### src/rtl/uart_tx_param.sv
// uart_tx_param: parametrised UART transmitter with an integrated baud divider.
//
// Frame: start bit (0), DATA_W data bits LSB first, optional parity bit,
// STOP_BITS stop bits (1). Every bit, including the start bit, lasts exactly
// CLK_DIV clock cycles measured from the accept edge.
//
// Parameters:
//   CLK_DIV   clock cycles per serial bit (2..65535)
//   DATA_W    data bits per frame (5..9)
//   PARITY    0 = none, 1 = odd, 2 = even
//   STOP_BITS 1 or 2
//
// Ports:
//   clk       system clock, rising edge
//   rst       asynchronous active-high reset
//   tx_data   word to send, sampled only on the accept edge
//   tx_valid  producer has a word
//   tx_ready  transmitter can accept a word (high only in IDLE)
//   tx        serial line, idle high
//   busy      frame in progress
//   tx_done   one-cycle pulse on the edge the final stop bit completes
module uart_tx_param #(
  parameter int CLK_DIV   = 5208,
  parameter int DATA_W    = 8,
  parameter int PARITY    = 0,
  parameter int STOP_BITS = 1
) (
  input  logic              clk,
  input  logic              rst,
  input  logic [DATA_W-1:0] tx_data,
  input  logic              tx_valid,
  output logic              tx_ready,
  output logic              tx,
  output logic              busy,
  output logic              tx_done
);

  // Elaboration-time parameter legality checks.
  generate
    if (CLK_DIV < 2 || CLK_DIV > 65535) begin : g_bad_clk_div
      $error("uart_tx_param: CLK_DIV out of range 2..65535");
    end
    if (DATA_W < 5 || DATA_W > 9) begin : g_bad_data_w
      $error("uart_tx_param: DATA_W out of range 5..9");
    end
    if (PARITY < 0 || PARITY > 2) begin : g_bad_parity
      $error("uart_tx_param: PARITY must be 0, 1 or 2");
    end
    if (STOP_BITS < 1 || STOP_BITS > 2) begin : g_bad_stop_bits
      $error("uart_tx_param: STOP_BITS must be 1 or 2");
    end
  endgenerate

  typedef enum logic [2:0] {
    IDLE,
    START,
    DATA,
    PAR,
    STOP
  } state_t;

  localparam logic [15:0] LAST_CNT  = 16'(CLK_DIV - 1);
  localparam logic [3:0]  LAST_IDX  = 4'(DATA_W - 1);
  localparam logic        LAST_STOP = 1'(STOP_BITS - 1);
  localparam logic        HAS_PAR   = (PARITY != 0);
  localparam logic        ODD_PAR   = (PARITY == 1);

  state_t            state;
  logic [15:0]       baud_cnt;
  logic [3:0]        bit_idx;
  logic              stop_cnt;
  logic [DATA_W-1:0] shift;
  logic              par_bit;
  logic              bit_end;

  assign bit_end = (baud_cnt == LAST_CNT);

  // tx is always loaded one edge ahead with the level of the bit that starts
  // on that edge, so the line is driven straight from a flop. The shift
  // register moves right as data bits go out; bit_idx only counts them.
  always_ff @(posedge clk or posedge rst) begin
    if (rst) begin
      state    <= IDLE;
      baud_cnt <= '0;
      bit_idx  <= '0;
      stop_cnt <= 1'b0;
      shift    <= '0;
      par_bit  <= 1'b0;
      tx       <= 1'b1;
      tx_ready <= 1'b1;
      busy     <= 1'b0;
      tx_done  <= 1'b0;
    end else begin
      tx_done <= 1'b0;

      if (state != IDLE) begin
        baud_cnt <= bit_end ? '0 : baud_cnt + 16'd1;
      end

      case (state)
        IDLE: begin
          tx       <= 1'b1;
          tx_ready <= 1'b1;
          busy     <= 1'b0;
          if (tx_valid) begin
            shift    <= tx_data;
            par_bit  <= ODD_PAR ? ~(^tx_data) : ^tx_data;
            baud_cnt <= '0;
            bit_idx  <= '0;
            stop_cnt <= 1'b0;
            tx       <= 1'b0;
            tx_ready <= 1'b0;
            busy     <= 1'b1;
            state    <= START;
          end
        end

        START: begin
          if (bit_end) begin
            bit_idx <= '0;
            tx      <= shift[0];
            shift   <= shift >> 1;
            state   <= DATA;
          end
        end

        DATA: begin
          if (bit_end) begin
            if (bit_idx == LAST_IDX) begin
              if (HAS_PAR) begin
                tx    <= par_bit;
                state <= PAR;
              end else begin
                tx    <= 1'b1;
                state <= STOP;
              end
            end else begin
              bit_idx <= bit_idx + 4'd1;
              tx      <= shift[0];
              shift   <= shift >> 1;
            end
          end
        end

        PAR: begin
          if (bit_end) begin
            tx    <= 1'b1;
            state <= STOP;
          end
        end

        STOP: begin
          if (bit_end) begin
            if (stop_cnt == LAST_STOP) begin
              tx       <= 1'b1;
              tx_ready <= 1'b1;
              busy     <= 1'b0;
              tx_done  <= 1'b1;
              state    <= IDLE;
            end else begin
              stop_cnt <= 1'b1;
            end
          end
        end

        default: begin
          baud_cnt <= '0;
          tx       <= 1'b1;
          tx_ready <= 1'b1;
          busy     <= 1'b0;
          state    <= IDLE;
        end
      endcase
    end
  end

endmodule

### config.mk
export PLATFORM = sky130hd
export DESIGN_NAME = uart_tx_param
export DESIGN_NICKNAME = d
export VERILOG_FILES = /design/src/rtl/uart_tx_param.sv
export SDC_FILE = /design/constraint.sdc
export NUM_CORES = 1
export LEC_CHECK = 0
export ABC_AREA = 1
export CAP_MARGIN = 20
export CORE_ASPECT_RATIO = 0.9
export CORE_MARGIN = 2
export CORE_UTILIZATION = 55
export CTS_BUF_LIST = sky130_fd_sc_hd__clkbuf_8
export CTS_CLUSTER_DIAMETER = 50
export DETAILED_ROUTE_END_ITERATION = 8
export PLACE_DENSITY = 0.78
export SLEW_MARGIN = 15
export SYNTH_ARGS = -nofsm -noshare
export SYNTH_HDL_FRONTEND = slang
export SYNTH_SLANG_ARGS = --single-unit
### constraint.sdc
create_clock -name clk -period 1.3 [get_ports clk]
set_input_delay 0.195 -clock clk [delete_from_list [all_inputs] [get_ports clk]]
set_output_delay 0.195 -clock clk [all_outputs]
set_load 0.03 [all_outputs]
* Word level (Yosys, flattened, before mapping) *
Cells that the tools add are included.

word-level totals
  word-level logic and storage cells = 79
  register bits = 36
  bits of input ports = 11

cells by class
  reductions and logical operators = 11
  multiplexer cells = 42
  bitwise logic cells = 1
  equality and inequality tests = 14
  add/sub/neg operators = 2

operators with widths
  operator                 number
  $mux W16                 3
  $mux W8                  4
  $pmux W16 S2             1
  $pmux W8 S3              1
  $mux W3                  7
  $add A16 B1 Y16 const B  1
  $eq A16 B13 Y1 const B   1
  $mux W1                  16
  $mux W4                  4
  $ne A2 B2 Y1 const B     8
  $pmux W3 S5              1
  $pmux W4 S3              1
  $reduce_and A5 Y1        2
  $reduce_and A7 Y1        1
  $eq A3 B2 Y1 const B     2
  $pmux W1 S3              2
  $reduce_and A3 Y1        2
  $reduce_bool A3 Y1       2
  $pmux W1 S5              1
  $add A4 B1 Y4 const B    1
  $eq A4 B3 Y1 const B     1
  $reduce_or A4 Y1         1
  $eq A3 B1 Y1 const B     1
  $eq A3 B3 Y1 const B     1
  5 further kinds          5

* Logic depth before layout (Yosys ltp) *
  depth in word-level cells = 5
  gate-level depth with buffers = 11
  mapped depth without buffers = 9

* Worst setup path after synthesis *
Ideal clock, no wire load.

  path kind = reg-to-reg
  start point = reg bit_idx[0]
  end point = reg bit_idx[2]
  slack = -0.138 ns
  path buffers = 1
  arrival time = 1.321 ns
  cell stages (with the launch flop) = 9
  library setup time = 0.117 ns
  path through = dfrtp_1 -> ha_1 -> nand2_1 -> or2_2 -> nor2_2 -> nor2_4 -> buf_4 -> nand3_1 -> nand2_1

on the way
  longest elaborated chain between the ends = 4

ends and longest elaborated chain
  element                 line  text
  from (decl)             70    logic [3:0] bit_idx;
  from (signal assigned)  138   bit_idx <= bit_idx + 4'd1;
  $add A4 B1 Y4           138
  $mux W4                 129   if (bit_idx == LAST_IDX) begin
  $mux W4                 128   if (bit_end) begin
  $pmux W4 S3             100   case (state)

Several ways; a longest one is shown, not always the timed one. The select of a mux whose other input is x is not followed.
A chain may end at the register's enable or synchronous reset.

* Worst setup path after layout *
  start point = reg state[2]
  end point = reg baud_cnt[12]

on the way
  longest elaborated chain between the ends = 4

ends and longest elaborated chain
  element                 line  text
  from (decl)             68    state_t state;
  from (signal assigned)  83    state <= IDLE;
  from (signal assigned)  114   state <= START;
  from (signal assigned)  123   state <= DATA;
  $reduce_bool A3 Y1      96    if (state != IDLE) begin
  $mux W16                96
  $mux W16                105   if (tx_valid) begin
  $pmux W16 S2 (*)        100
  to (signal assigned)    97    baud_cnt <= bit_end ? '0 : baud_cnt + 16'd1;
  to (decl)               69    logic [15:0] baud_cnt;

Every way passes the cells marked *; elsewhere a longest branch is shown, timed or not.

==> results.py <==
metrics = {
    "logic_synthesis": {
        "syn_area_per_cell_um2": 7.264,
        "synthTopCellsByArea": "dfrtp_1 (40%), nand2_1 (16%), nand3_1 (9.3%)",
        "synthesis.nets": 296,
        "synth_cell_types": 25,
        "ys.warnings.count": 0,
        "syn_inst": 283,
        "synth_top_area_share": 0.4017,
        "synth_seq_cells": 35,
        "yosysTopAreaCell": "dfrtp_1",
        "syn_area_um2": 2056,
        "yosysSeqAreaShare": 0.4273,
    },
    "critical_path": {
        "r2r_cells": 8,
        "critical_path_arrival_ps": 1830,
        "start_kind": "register",
        "critPathRequiredTime_ps": 1480,
        "crit_type": "register to register",
        "endpoint_kind": "register",
        "worstPathMaxFanout": 4,
    },
    "routing": {
        "vias_per_cell": 6.173,
        "vias": 2531,
        "wl_per_cell_um": 19.78,
        "drc": 0,
        "firstDrtPassIters": 5,
        "drt-total-wl_mm": 8.111,
        "ant_nets": 0,
        "drt_iter0_drc": 475,
    },
    "placed_design": {
        "pre_cts_ws_ps": -172.3,
        "hpwlAfterDp_mm": 3.635,
        "dp.cells": 383,
        "place_congestion": 0.8825,
        "port_buffers": 14,
    },
    "clock_network": {
        "clkSlewWorstSetupHoldPaths_ps": 80,
        "cts_num_sinks": 35,
        "numCtsBuffers": 5,
        "clock_path_buffers": 2,
        "insertion_delay_ps": 300,
        "htreeDepth": 2,
        "clockRootBuffer": "clkbuf_8",
        "tritoncts": "built",
    },
    "floorplanning": {
        "core_area_um2": 3652,
        "io_pins": 15,
        "die_y_um": 62,
        "die_area_um2": 4244,
        "dieWidth_um": 68.45,
        "start_util": 0.5629,
        "placementRows": 21,
    },
    "global_routing": {
        "grt_pass1_vias": 1937,
        "antenna_found_initial": 0,
        "overflow": 0,
        "grt_pass1_wl_mm": 8.928,
        "grtUsageTotal": 0.2846,
        "grt_max_degree": 36,
    },
    "sta": {
        "fin_skew_ps": 14.36,
        "max_freq_ghz": 0.6056,
        "final.min_clock_period_ps": 1651,
        "worstMarginPinSlew_ps": 374.9,
        "finalSetupViolations": 35,
        "maxSlewViolCount": 0,
        "finalCritPeriodShare": 1.270,
        "finalHoldViolations": 0,
        "setup_ws_ps": -351.3,
        "slew_headroom": 0.7492,
        "rsz0062_at_grt": "yes",
        "fin_hold_ws_ps": 241.7,
    },
    "power_and_ir_drop": {
        "peakVddDrop_uv": 823.8,
        "power_density_nw_per_um2": 633.6,
        "power.leakage_nw": 1.599,
    },
    "layout": {
        "multi_input_area_um2": 1415,
        "fin_cells": 410,
        "drive_gt1_frac": 0.4478,
        "fill_cells": 148,
        "layout.nets": 376,
        "regArea_um2": 882.1,
        "n_antenna_cell": 0,
        "syn2layout_area_growth_pct": 58.86,
    },
    "hold_path": {
        "hp-class": "primary input to asynchronous set/reset pin",
    },
    "status": {
        "violations": "negative setup slack",
        "status": "complete, but fails checks",
    },
    "flow_run": {
        "drv_cap": 0,
    },
}
-- worst max-delay path: stages, from the launching register on --
cell and delay [ps]:
dfrtp_2 430, inv_2 110, nand2_4 130, buf_4 150, nand4_1 140, nor2_1 190, nand2_1 110, nand2_1 210
nor2_4 60
-- power by group --
group / switching (mW) / leakage (nW) / internal [mW]
clock network: 0.422 / 0.0557 / 0.476
logic: 0.0418 / 1.11 / 0.0405
registers: 0 / 0.432 / 1.09
total: 0.464 / 1.60 / 1.61
-- cells by family after synthesis --
logic type / share of synthesized area
AO/OA/AOI/OAI: 0.02434
XOR/XNOR: 0.02130
adder cells (fa/ha/maj): 0.01217
buffers and inverters: 0.06694
flip-flops: 0.4273
AND/OR/NAND/NOR: 0.4480
-- layout by cell type (no fill, tap or decap), types with 3 or more instances in the layout --
| cell | count |
|---|---|
| nor2_1 | 18 |
| nand4_1 | 11 |
| nand2_4 | 10 |
| nand3_1 | 22 |
| nor2_2 | 12 |
| inv_1 | 20 |
| dfrtp_2 | 3 |
| nand3_2 | 13 |
| buf_4 | 47 |
| nor2_4 | 16 |
| nand3_4 | 4 |
| nand2_2 | 12 |
| clkbuf_8 | 7 |
| xor2_1 | 3 |
| buf_6 | 14 |
| dfrtp_1 | 30 |
| clkdlybuf4s50_1 | 10 |
| nand2_1 | 77 |
| inv_2 | 6 |
-- sequential cells by signal, indices dropped and copies added, names as in the netlist --
name,count
busy,1
shift,8
tx_ready,1
bit_idx,4
state,3
tx_done,1
baud_cnt,16
tx,1
-- synth_stat cells (all sizes together) --
master and number:
xnor2 1, nand4 11, nor3b 1, nor2 46, ha 2, nor3 2, o21bai 2, dfrtp 33
dfstp 2, nand2 100, buf 5, o21ai 4, xor2 4, inv 27, or2 1, nand3 39
a21oi 3
-- stage by stage --
step	util	area, um2	TNS (ps)	power, mW
after detailed placement	0.7105	2595	-3507	1.185
after floorplan	-	2092	-685.1	1.137
after global placement	0.7105	2595	-2483	1.184
final	0.8941	3266	-5984	2.069
after CTS	0.7989	2918	-1795	2.051
after global routing	0.8941	3266	-7751	2.112
-- per-layer routing --
layer  track usage  up-vias  share of wire
li1              -     1061              -
met1        0.4066     1183           0.37
met2        0.4451      206           0.46
met3       0.03784       81           0.11
met4        0.1029        0          0.060
met5             0        -              0
-- repair_timing --
action                     4_1_cts  5_1_grt
resized for setup               49       69
pin swaps                       23       44
gates cloned                     3        0
buffers inserted                 5       11
setup endpoints to repair       36       35
hold buffers                     0        0
-- worst paths after layout --
check | start | to | slack (ps)
max | state[2] | baud_cnt[12] | -350
min | rst | shift[0] | 240
max reg2reg | state[2] | baud_cnt[12] | -350
min reg2reg | shift[5] | shift[5] | 480
max in group asynchronous | rst | tx_ready | 790
min in group clk | shift[5] | shift[5] | 480
-- layout make-up --
class                           instances  share of cell area
Timing Repair inverter                  1            0.004981
Sequential cell                        35              0.2701
Timing Repair Buffer                   76              0.2077
Clock inverter                          1            0.001149
Tap cell                               46             0.01762
Clock buffer                            7             0.02950
Inverter                               27             0.03563
Multi-Input combinational cell        217              0.4333
(Power assumes the default switching activity.)
